==> src/rtl/led_stream_pkg.sv <==
// Shared sizes and state encodings for the LED frame streamer and its channel transmitters.
package led_stream_pkg;

  localparam int unsigned GRID_BITS    = 256;
  localparam int unsigned BYTE_W       = 8;
  localparam int unsigned BYTES_PER_CH = GRID_BITS / (2 * BYTE_W);
  localparam int unsigned IDX_W        = $clog2(BYTES_PER_CH);

  typedef enum logic [1:0] {
    TOP_IDLE   = 2'd0,
    TOP_STREAM = 2'd1,
    TOP_DONE   = 2'd2,
    TOP_ABORT  = 2'd3
  } top_state_e;

  typedef enum logic [1:0] {
    CH_IDLE = 2'd0,
    CH_SEND = 2'd1,
    CH_DONE = 2'd2
  } ch_state_e;

endpackage

==> src/rtl/led_channel_tx.sv <==
// One LED driver channel: synchronizes the Arduino acknowledge clock, steps through
// the bytes of its half-frame on each rising edge, and watches for a stalled receiver.
module led_channel_tx
  import led_stream_pkg::*;
#(
  parameter int unsigned BYTES          = 16,
  parameter int unsigned SYNC_STAGES    = 2,
  parameter int unsigned TIMEOUT_CYCLES = 1_000_000
) (
  input  logic                      clk_i,
  input  logic                      rst_i,
  input  logic                      ack_i,
  input  logic                      start_i,
  input  logic                      abort_i,
  input  logic [BYTES*BYTE_W-1:0]   slice_i,
  output logic [BYTE_W-1:0]         data_o,
  output logic                      start_o,
  output logic                      done_o,
  output logic                      timed_out_o
);

  localparam int unsigned IDX_BITS = $clog2(BYTES);
  localparam int unsigned CNT_W    = $clog2(TIMEOUT_CYCLES + 1);
  localparam int unsigned WD_LAST  = TIMEOUT_CYCLES - 1;

  ch_state_e               state_q, state_d;
  logic [IDX_BITS-1:0]     idx_q, idx_d;
  logic [CNT_W-1:0]        wd_q, wd_d;
  logic [SYNC_STAGES-1:0]  sync_q;
  logic                    prev_q;
  logic [BYTE_W-1:0]       data_q, data_d;
  logic                    start_q, start_d;
  logic                    timed_out_q, timed_out_d;
  logic                    rise_c;

  // Edge detection runs regardless of channel state; only SEND consumes it.
  assign rise_c = sync_q[SYNC_STAGES-1] & ~prev_q;

  always_ff @(posedge clk_i) begin
    if (rst_i) begin
      sync_q      <= '0;
      prev_q      <= 1'b0;
      state_q     <= CH_IDLE;
      idx_q       <= '0;
      wd_q        <= '0;
      data_q      <= '0;
      start_q     <= 1'b0;
      timed_out_q <= 1'b0;
    end else begin
      sync_q      <= {sync_q[SYNC_STAGES-2:0], ack_i};
      prev_q      <= sync_q[SYNC_STAGES-1];
      state_q     <= state_d;
      idx_q       <= idx_d;
      wd_q        <= wd_d;
      data_q      <= data_d;
      start_q     <= start_d;
      timed_out_q <= timed_out_d;
    end
  end

  always_comb begin
    state_d = state_q;
    idx_d   = idx_q;
    wd_d    = wd_q;

    if (abort_i) begin
      state_d = CH_IDLE;
      idx_d   = '0;
      wd_d    = '0;
    end else if (start_i) begin
      state_d = CH_SEND;
      idx_d   = '0;
      wd_d    = '0;
    end else if (state_q == CH_SEND) begin
      if (rise_c) begin
        wd_d = '0;
        if (idx_q == IDX_BITS'(BYTES - 1)) begin
          state_d = CH_DONE;
        end else begin
          idx_d = idx_q + IDX_BITS'(1);
        end
      end else if (wd_q != CNT_W'(WD_LAST)) begin
        wd_d = wd_q + CNT_W'(1);
      end
    end

    // Outputs are registered from next-state so the byte lands with the index update.
    start_d     = (state_d == CH_SEND);
    data_d      = start_d ? slice_i[{idx_d, 3'b000} +: BYTE_W] : '0;
    // Flag one cycle early so the top-level abort lands TIMEOUT_CYCLES after the last accepted edge.
    timed_out_d = start_d && (wd_d == CNT_W'(WD_LAST));
  end

  assign data_o      = data_q;
  assign start_o     = start_q;
  assign done_o      = (state_q == CH_DONE);
  assign timed_out_o = timed_out_q;

endmodule

==> src/rtl/led_frame_streamer.sv <==
// Captures a 256-bit frame on load and streams its two halves to two Arduino LED
// drivers, reporting completion or a receiver timeout with one-cycle pulses.
module led_frame_streamer #(
  parameter int unsigned GRID_BITS      = led_stream_pkg::GRID_BITS,
  parameter int unsigned BYTES_PER_CH   = led_stream_pkg::BYTES_PER_CH,
  parameter int unsigned SYNC_STAGES    = 2,
  parameter int unsigned TIMEOUT_CYCLES = 1_000_000
) (
  input  logic                 clock,
  input  logic                 reset,
  input  logic                 load,
  input  logic [GRID_BITS-1:0] grid_in,
  input  logic                 arduinoClock,
  input  logic                 arduinoClock2,
  output logic [7:0]           ledOut,
  output logic [7:0]           ledOut2,
  output logic                 arduinoStart,
  output logic                 arduinoStart2,
  output logic                 busy,
  output logic                 finished,
  output logic                 timeout
);

  import led_stream_pkg::*;

  localparam int unsigned HALF = GRID_BITS / 2;

  top_state_e           state_q, state_d;
  logic [GRID_BITS-1:0] frame_q, frame_d;
  logic                 busy_q, finished_q, timeout_q;
  logic                 load_acc_c, abort_c;
  logic                 done0, done1, to0, to1;

  always_ff @(posedge clock) begin
    if (reset) begin
      state_q    <= TOP_IDLE;
      frame_q    <= '0;
      busy_q     <= 1'b0;
      finished_q <= 1'b0;
      timeout_q  <= 1'b0;
    end else begin
      state_q    <= state_d;
      frame_q    <= frame_d;
      busy_q     <= (state_d == TOP_STREAM);
      finished_q <= (state_d == TOP_DONE);
      timeout_q  <= (state_d == TOP_ABORT);
    end
  end

  // Loads are honoured only from IDLE; the frame register is otherwise frozen.
  always_comb begin
    state_d    = state_q;
    frame_d    = frame_q;
    load_acc_c = 1'b0;
    unique case (state_q)
      TOP_IDLE: begin
        if (load) begin
          load_acc_c = 1'b1;
          frame_d    = grid_in;
          state_d    = TOP_STREAM;
        end
      end
      TOP_STREAM: begin
        if (done0 && done1) begin
          state_d = TOP_DONE;
        end else if (to0 || to1) begin
          state_d = TOP_ABORT;
        end
      end
      TOP_DONE:  state_d = TOP_IDLE;
      TOP_ABORT: state_d = TOP_IDLE;
      default:   state_d = TOP_IDLE;
    endcase
    abort_c = (state_d == TOP_ABORT);
  end

  led_channel_tx #(
    .BYTES          (BYTES_PER_CH),
    .SYNC_STAGES    (SYNC_STAGES),
    .TIMEOUT_CYCLES (TIMEOUT_CYCLES)
  ) u_ch0 (
    .clk_i       (clock),
    .rst_i       (reset),
    .ack_i       (arduinoClock),
    .start_i     (load_acc_c),
    .abort_i     (abort_c),
    .slice_i     (frame_d[HALF-1:0]),
    .data_o      (ledOut),
    .start_o     (arduinoStart),
    .done_o      (done0),
    .timed_out_o (to0)
  );

  led_channel_tx #(
    .BYTES          (BYTES_PER_CH),
    .SYNC_STAGES    (SYNC_STAGES),
    .TIMEOUT_CYCLES (TIMEOUT_CYCLES)
  ) u_ch1 (
    .clk_i       (clock),
    .rst_i       (reset),
    .ack_i       (arduinoClock2),
    .start_i     (load_acc_c),
    .abort_i     (abort_c),
    .slice_i     (frame_d[GRID_BITS-1:HALF]),
    .data_o      (ledOut2),
    .start_o     (arduinoStart2),
    .done_o      (done1),
    .timed_out_o (to1)
  );

  assign busy     = busy_q;
  assign finished = finished_q;
  assign timeout  = timeout_q;

endmodule

==> config.mk <==
export PLATFORM = sky130hd
export DESIGN_NAME = led_frame_streamer
export DESIGN_NICKNAME = d
export VERILOG_FILES = /design/src/rtl/led_stream_pkg.sv /design/src/rtl/led_channel_tx.sv /design/src/rtl/led_frame_streamer.sv
export SDC_FILE = /design/constraint.sdc
export NUM_CORES = 1
export LEC_CHECK = 0
export CAP_MARGIN = 0
export CELL_PAD_IN_SITES_DETAIL_PLACEMENT = 2
export CELL_PAD_IN_SITES_GLOBAL_PLACEMENT = 2
export CORE_MARGIN = 8
export CORE_UTILIZATION = 30
export CTS_CLUSTER_SIZE = 28
export DETAILED_ROUTE_END_ITERATION = 16
export HOLD_SLACK_MARGIN = 0.15
export PLACE_DENSITY = 0.87
export SLEW_MARGIN = 5
export SYNTH_ARGS = -nofsm -noshare
export SYNTH_HDL_FRONTEND = slang
export SYNTH_SLANG_ARGS = --single-unit
==> constraint.sdc <==
create_clock -name clock -period 2.88 [get_ports clock]
set_clock_uncertainty 0.15 [all_clocks]
set_input_delay 0.576 -clock clock [delete_from_list [all_inputs] [get_ports clock]]
set_output_delay 0.576 -clock clock [all_outputs]
set_load 0.005 [all_outputs]
Word-level counts from Yosys, hierarchy flattened
Index checks and enable logic that the tools add are counted.
Storage, ports and cells
  register bits: 339
  input bits: 261
  output and inout port bits: 21
  word-level logic and storage cells: 97
Cells by class
  add/sub/neg operators: 4
  equal/unequal tests: 18
  shift-type cells: 2
  mux-type cells: 38
  bitwise gates (word level): 6
  reductions and logical operators: 8
Operator list (number)
  2-to-1 mux 256 bit: 2
  indexed part select 128 x 8 -> 8 bit: 2
  2-to-1 mux 20 bit: 10
  adder 20 x 1 -> 20 bit (second input constant): 2
  equality test 20 bit (second input constant): 2
  2-to-1 mux 4 bit: 10
  inequality test 20 bit (second input constant): 2
  2-to-1 mux 2 bit: 13
  equality test 2 x 1 -> 1 bit (second input constant): 6
  equality test 2 bit (second input constant): 6
  adder 4 x 1 -> 4 bit (second input constant): 2
  equality test 4 bit (second input constant): 2
  one-hot mux 2 bit (3 select lines): 1
  OR reduction 2 bit: 3
  NOT 1 bit: 4
  logical AND 1 bit: 3
  AND 1 bit: 2
  zero test 2 bit: 1
  2-to-1 mux 1 bit: 2
  logical OR 1 bit: 1

Depth between registers and ports, before layout
Gate-level depths: netlist (run 1).
  word-level depth: 9
  gate-level depth with buffers: 11
  gate-level depth less buffers: 8

By module
A second synthesis (run 1) with hierarchy kept.
Unflattened totals
  cell total of the unflattened synthesis: 2134
  area, all modules: 20579.7 um^2
By module, submodules not included
  led_frame_streamer: times used 1, cells each 1413, area each 14795.4 um^2
  led_channel_tx at u_ch0: times used 1, cells each 407, area each 2966.6 um^2
  led_channel_tx at u_ch1: times used 1, cells each 314, area each 2817.7 um^2

Least setup slack after synthesis (run 1)
No wires, ideal clock.
  path kind: input port to flip-flop
  start: input load
  end: register u_ch0.data_q[1], in the netlist u_ch0.data_o[1]
  library setup time: 0.120 ns
  arrival time: 2.327 ns
  required time: 2.610 ns
  setup slack: 0.284 ns
  cell stages on the path: 9
  cell sequence: or3b_1 -> buf_2 -> o31a_1 -> nand3b_1 -> clkbuf_1 -> a21oi_1 -> o2bb2ai_1 -> a32o_1 -> a211o_1
Between the ends
  cells in the longest elaborated chain, start to end: 7
RTL lines
  start: declaration: line led_frame_streamer.sv:11  | input logic load,
  branches (longest 7 deep; another with indexed part select 128 x 8 -> 8 bit)
  end signal: assignment: line led_channel_tx.sv:55  | data_q <= data_d;
  end: declaration: line led_channel_tx.sv:31  | logic [BYTE_W-1:0] data_q, data_d;
Several ways; the timed one is not identified.
A chain may end at the register's enable or synchronous reset.

Worst setup path after layout (run 1)
  start: register u_ch1.state_q[1]
  end: register u_ch1.data_q[6], in the netlist u_ch1.data_o[6]
Between the ends
  cells in the longest elaborated chain, start to end: 9
RTL lines
  start: declaration: line led_channel_tx.sv:26  | ch_state_e state_q, state_d;
  start signal: assignment: line led_channel_tx.sv:52  | state_q <= state_d;
  branches (longest 9 deep; another with indexed part select 128 x 8 -> 8 bit)
  end signal: assignment: line led_channel_tx.sv:55
  end: declaration: line led_channel_tx.sv:31
Several ways; the timed one is not identified.

==> results of run 1 <==
==> cell usage after synthesis, types with 20 or more instances <==
cell type    n  area (µm²)
buf_2       24         120
nand3_1     25         125
o22ai_1     46         288
nor3_1      28         140
nor2_1      82         308
a211o_1     20         175
mux2i_1     48         480
a21oi_1    314        1570
clkbuf_1   117         439
nand2_1    569        2140
o21ai_0     39         195
dfxtp_1    339        6790
==> logic make-up (layout without fill, tap and decap cells) <==
| group | Yosys count | after routing | synth area share [%] |
|---|---|---|---|
| muxes | 51 | 51 | 3.38 |
| buffers and inverters | 154 | 464 | 4.09 |
| other | 0 | 4 | 0 |
| and+or+nand+nor | 828 | 828 | 23.8 |
| adders and majority gates | 4 | 4 | 0.329 |
| DFF | 339 | 339 | 44.6 |
| xor gates and xnor gates | 30 | 30 | 1.73 |
| AOI/OAI and AO/OA | 549 | 549 | 22.1 |
==> sequential cells by signal, summed over array words and instances (netlist names), 2 cells and up <==
name,count
frame_q,256
u_ch0.wd_q,20
u_ch1.wd_q,20
u_ch0.data_o,8
u_ch1.data_o,8
u_ch0.idx_q,4
u_ch1.idx_q,4
state_q,2
u_ch0.state_q,2
u_ch0.sync_q,2
u_ch1.state_q,2
u_ch1.sync_q,2
==> stage by stage <==
stage,hold slack (ns),setup slack [ns],instances
6_report,0.230,-0.0327,2941
5_1_grt,0.237,-0.0666,2941
4_1_cts,0.216,-0.0165,2923
3_5_place_dp,0.302,-0.394,2848
3_3_place_gp,0.285,-0.272,2848
2_1_floorplan,0.264,0.284,1955
==> how the worst max path moves through the flow <==
stage                           startpoint                      endpoint  slack, ns
3_5_place_dp                          load  u_ch0.timed_out_o$_SDFF_PP0_      -0.39
3_3_place_gp                          load    u_ch0.data_o[7]$_SDFF_PP0_      -0.27
2_1_floorplan                         load    u_ch0.data_o[1]$_SDFF_PP0_       0.28
4_1_cts          u_ch1.idx_q[0]$_SDFF_PP0_    u_ch1.data_o[4]$_SDFF_PP0_      -0.02
6_report       u_ch1.state_q[1]$_SDFF_PP0_    u_ch1.data_o[6]$_SDFF_PP0_      -0.03
5_1_grt        u_ch1.state_q[0]$_SDFF_PP0_    u_ch1.data_o[6]$_SDFF_PP0_      -0.07
==> final cells by class <==
class | count | share of cell area [%]
clock inverters | 13 | 1.06
well taps | 672 | 4.01
multi-input cells | 1462 | 38.0
repair buffers | 385 | 18.4
clock buffers | 61 | 6.02
diodes | 4 | 0.0477
inverters | 5 | 0.0894
flip-flops and latches | 339 | 32.4
==> report_power, final <==
group          internal, µW  switching (µW)
combinational           771             954
clock                  3570            2210
sequential             4940             187
total                  9280            3350
==> worst reg2reg max path: cells and delay by family (launching register included) <==
kind                   cells  cell delay (ns)
and+or+nand+nor            3             1.05
buffers and inverters      4             0.73
AOI/OAI and AO/OA          4             0.49
DFF                        1             0.38
==> metal layers <==
metal | routed length (µm) | global-route usage [%]
met5 | 0 | 0
met4 | 2580 | 9.46
met3 | 3260 | 3.73
met2 | 37800 | 43.7
met1 | 30300 | 28.7
==> what timing repair did <==
| action | 4_1_cts | 5_1_grt |
|---|---|---|
| resized for setup | 5 | 26 |
| setup buffers | 1 | 13 |
| pin swaps | 1 | 4 |
| cloned | 0 | 1 |
| setup endpoints to repair | 8 | 17 |
| hold endpoints to repair | 0 | 0 |
==> results.yml, run 1 <==
clock_tree:
  cts.sinks: 339
  cts_tree: "yes"
  ctsHtreeMaxLevel: 2
  ctsHoldBuffers: 0
  cts-buffers-inserted: 41
  cts-root-buf: "clkbuf_16"
  path_clk_slew_ns: 0.06
  clk_latency_ns: 0.57
  clock_path_buffers: 3
critical_path:
  crit_type: "flop to flop"
  cp_slowest_stage_delay_ns: 0.52
  crit_fanout: 19
  crit_buf_inv: 4
  path_cells: "buf_4 > and4bb_4 > o31ai_4 > buf_4 > buf_4 > a21o_1 > buf_12 > o22ai_2 > o21ai_0 > and3_1 > or4_1"
  worstRegToRegCells: 11
  cp_top_family: "simple AND/OR/NAND/NOR gates"
  r2r_end: "u_ch1.data_o[6]$_SDFF_PP0_"
  crit_top_cell: "buf_4"
  cp_num_cells: 11
  rr_startpoint: "u_ch1.state_q[1]$_SDFF_PP0_"
  slowest_stage: "or4_1"
  cp-start-kind: "flop"
  required_ns: 3.16
  arrival_ns: 3.20
  cp-end-kind: "flop"
  rrSetupSlack_ns: -0.03
route:
  drt_iter0_drc: 1193
  via_count: 16300
  drc: 0
  routed_wl_mm: 73.9
  wl_per_cell_um: 25.1
  drtPass1Iterations: 5
  avgViaCountPerCell: 5.53
  ant_nets: 0
floorplan:
  pin_count: 282
  start_util_pct: 30.4
  dieArea_um2: 58200
  die_x_um: 241
  core_um2: 50200
  die_h_um: 241
  rows: 82
placement:
  place_hpwl_mm: 47.2
  place_area_um2: 19200
  numPortBuffers: 281
  gp_congestion: 0.866
synthesis:
  ys_types: 74
  ys_ff_latch: 339
  netlist_instances: 1955
  syn_area_um2: 15200
  synth_warnings: 0
  synth_flop_cell: "dfxtp_1"
  avgSynthCellArea_um2: 7.79
  async_reset_ff_share_pct: 0
  synth_nets: 2220
  synth_edf_count: 0
  yosysSeqAreaShare_pct: 44.6
status:
  status: "finished with violations"
  violations: "negative setup slack"
cells_and_area:
  final_cell_mix: "nand2_1 (568), dfxtp_1 (334), a21oi_1 (313)"
  final_common_cell: "nand2_1"
  syn_to_final_growth_pct: 37.8
  multi_input_area_um2: 7980
  drive_above_1_share_pct: 9.98
  fillers: 5492
  seq_area_um2: 6790
  fin_area_um2: 21000
  fin_nets: 2499
  final_core_util_pct: 41.8
power_and_ir_drop:
  power_uw: 12600
  power.density_nw_per_um2: 602
  p_leak_uw: 0.00774
  peakVddDrop_uv: 335
sta:
  finalSetupTns_ns: -0.0972
  period_share_pct: 101
  max_freq_ghz: 0.343
  tightestPinTransition_ns: 0.782
  slew_headroom_pct: 47.9
  final-setup-viol-count: 6
  setup_ws_ns: -0.0327
  period_minus_slack_ns: 2.91
  hold_violations: 0
  slew_violations: 0
min_path:
  min_to: "frame_q[150]$_SDFF_PP0_"
  hold_class: "primary input to flop"
  min_path_cells: 2
  hold_start: "reset"
grt:
  antenna_found_initial: 7
  grt_pass1_vias: 18300
  grt_usage_pct: 24.2
  grt_overflow_total: 0
  grt_pass1_wl_mm: 111
  grt_max_degree: 156
flow_run:
  maxCapViolCount: 0
(Power assumes the default switching activity.)
==> inputs of run 2 (changes only) <==
--- a/config.mk
+++ b/config.mk
@@ -8,7 +8,7 @@
 export CAP_MARGIN = 0
 export CELL_PAD_IN_SITES_DETAIL_PLACEMENT = 2
 export CELL_PAD_IN_SITES_GLOBAL_PLACEMENT = 2
-export CORE_MARGIN = 8
+export CORE_MARGIN = 4
 export CORE_UTILIZATION = 30
 export CTS_CLUSTER_SIZE = 28
 export DETAILED_ROUTE_END_ITERATION = 16
==> run 2 against run 1 <==
Net effect:
- the flow now finishes without violations
- global-route usage is 0.24 points higher
- critical path depth is 2 lower
- total power is 3.0% lower
- largest cell class unchanged
- non-clock buffer count is 12 lower
- sequential share of layout area is 0.42 points higher
- utilization is 0.56 points lower
- routed wire length is 5.0% lower
- worst setup slack better by 0.061 ns
==> results.yml, run 2 (synthesized netlist as in run 1, its figures left out) <==
power_and_ir_drop:
  sw_frac_of_total_pct: 27.2
  power_frac_clock_pct: 44.3
  comb_power_share_pct: 13.8
  peakVddDrop_uv: 362
  p_int_uw: 8920
  p_sw_uw: 3330
  seq_power_share_pct: 41.8
  p_leak_uw: 0.00757
  power_uw: 12200
  power.density_nw_per_um2: 591
floorplan:
  start_util_pct: 30.4
  rows: 82
  core_um2: 50200
  die_h_um: 233
  dieArea_um2: 54400
  die_x_um: 233
  pin_count: 282
route:
  drtPass1Iterations: 4
  wl_per_cell_um: 24.0
  routed_wl_mm: 70.2
  drc: 0
  via_count: 15900
  ant_nets: 0
  avgViaCountPerCell: 5.45
  drt_iter0_drc: 1023
critical_path:
  arrival_ns: 3.16
  cp-start-kind: "flop"
  cp_num_cells: 9
  rrSetupSlack_ns: 0.03
  path_cells: "nor4bb_2 > buf_4 > nand4b_1 > nand2b_2 > buf_8 > mux2i_1 > a21oi_1 > a32o_1 > a211o_1"
  crit_fanout: 16
  required_ns: 3.19
  cp-end-kind: "flop"
  cp_top_family: "simple AND/OR/NAND/NOR gates"
  cp_slowest_stage_delay_ns: 0.44
  cp-startpoint: "u_ch0.sync_q[1]$_SDFF_PP0_"
  slowest_stage: "mux2i_1"
  crit_buf_inv: 2
  crit_type: "flop to flop"
  rr_startpoint: "u_ch0.sync_q[1]$_SDFF_PP0_"
  r2r_end: "u_ch0.data_o[4]$_SDFF_PP0_"
  worstRegToRegCells: 9
cells_and_area:
  drive_above_1_share_pct: 9.43
  fillers: 5540
  fin_nets: 2485
  syn_to_final_growth_pct: 36.0
  largestRegisters: "frame_q x256, u_ch0.wd_q x20, u_ch1.wd_q x20"
  final_cells: 2923
  final_common_cell: "nand2_1"
  largest_reg_flops: 256
  final_cell_mix: "nand2_1 (568), dfxtp_1 (337), a21oi_1 (313)"
  final_core_util_pct: 41.3
  seq_area_um2: 6790
  multi_input_area_um2: 8000
  regMostFlops: "frame_q"
placement:
  place_ws_ns: -0.342
  place_inst: 2845
  numPortBuffers: 281
  place_hpwl_mm: 47.3
  gp_congestion: 0.888
grt:
  grt_max_degree: 187
  antenna_found_initial: 5
  grt_pass1_wl_mm: 105
  grt_usage_pct: 24.5
  grt_overflow_total: 0
  grt_pass1_vias: 17400
clock_tree:
  cts.sinks: 339
  cts_tree: "yes"
  clk_latency_ns: 0.57
  clock_path_buffers: 3
  cts-buffers-inserted: 39
  ctsHtreeMaxLevel: 2
  path_clk_slew_ns: 0.06
  cts-root-buf: "clkbuf_16"
sta:
  setup_ws_ns: 0.0278
  hold_violations: 0
  max_freq_ghz: 0.351
  slew_violations: 0
  slew_headroom_pct: 36.9
  period_minus_slack_ns: 2.85
  period_share_pct: 99.0
  final-setup-viol-count: 0
  rsz0062_at_grt: "yes"
  tightestPinTransition_ns: 0.947
min_path:
  min_path_cells: 1
  hold_class: "flop to flop"
  min_to: "u_ch0.sync_q[1]$_SDFF_PP0_"
  hold_start: "u_ch0.sync_q[0]$_SDFF_PP0_"
status:
  status: "completed"
flow_run:
  maxCapViolCount: 0
[run 2: changes by cell type in the layout (fill, tap and decap cells not counted), moves of 4 or more]
| cell | change |
|---|---|
| buf_12 | -7 |
| buf_4 | -6 |
| clkbuf_16 | -4 |
| clkbuf_1 | -4 |
[run 2: metrics by stage]
stage	cell area (µm²)	setup TNS (ns)	hold slack, ns
after floorplan	15200	0	0.264
after global placement	19100	-3.56	0.284
after detailed placement	19100	-4.88	0.291
after CTS	20600	-0.000947	0.307
after global routing	20700	-0.296	0.333
final	20700	0	0.308
[run 2: worst max-delay path by stage]
stage,end
after detailed placement,u_ch1.data_o[4]$_SDFF_PP0_
after CTS,u_ch1.data_o[6]$_SDFF_PP0_
after global placement,u_ch0.data_o[2]$_SDFF_PP0_
after floorplan,u_ch0.data_o[1]$_SDFF_PP0_
final,u_ch0.data_o[4]$_SDFF_PP0_
after global routing,u_ch0.data_o[7]$_SDFF_PP0_
[run 2: worst reg2reg max path, stage by stage (launching register included)]
cell	delay, ns
dfxtp_1	0.37
nor4bb_2	0.32
buf_4	0.23
nand4b_1	0.17
nand2b_2	0.20
buf_8	0.26
mux2i_1	0.45
a21oi_1	0.14
a32o_1	0.23
a211o_1	0.23
[run 2: repair_timing]
item | in CTS | in global routing
pin swaps | 1 | 2
setup endpoints to repair | 16 | 17
setup buffers | 1 | 4
resized for setup | 15 | 19
hold endpoints to repair | 1 | 0
hold buffers | 1 | 0
[run 2: routing by layer]
layer / share of wire, % / GRT usage, % / wire [µm]
met1: 42 / 30.0 / 29200
met5: 0.030 / 0 / 21
met4: 3.3 / 8.18 / 2340
met2: 50 / 43.4 / 35400
met3: 4.6 / 4.13 / 3260
[run 2: layout make-up]
type / instances / area share (%)
antenna: 2 / 0.0242
tap: 672 / 4.06
clock inverter: 19 / 1.20
clock buffer: 51 / 5.47
timing repair buffer: 373 / 17.8
multi-input combinational: 1462 / 38.6
sequential: 339 / 32.8
inverter: 5 / 0.0906
[run 2: power groups by stage]
stage / Combinational [µW] / Sequential (µW) / Clock [µW]
after floorplan: 782 / 5130 / 0
after global placement: 1550 / 5190 / 0
after detailed placement: 1620 / 5200 / 0
after CTS: 1670 / 5110 / 5490
after global routing: 1820 / 5140 / 5710
final: 1700 / 5120 / 5430
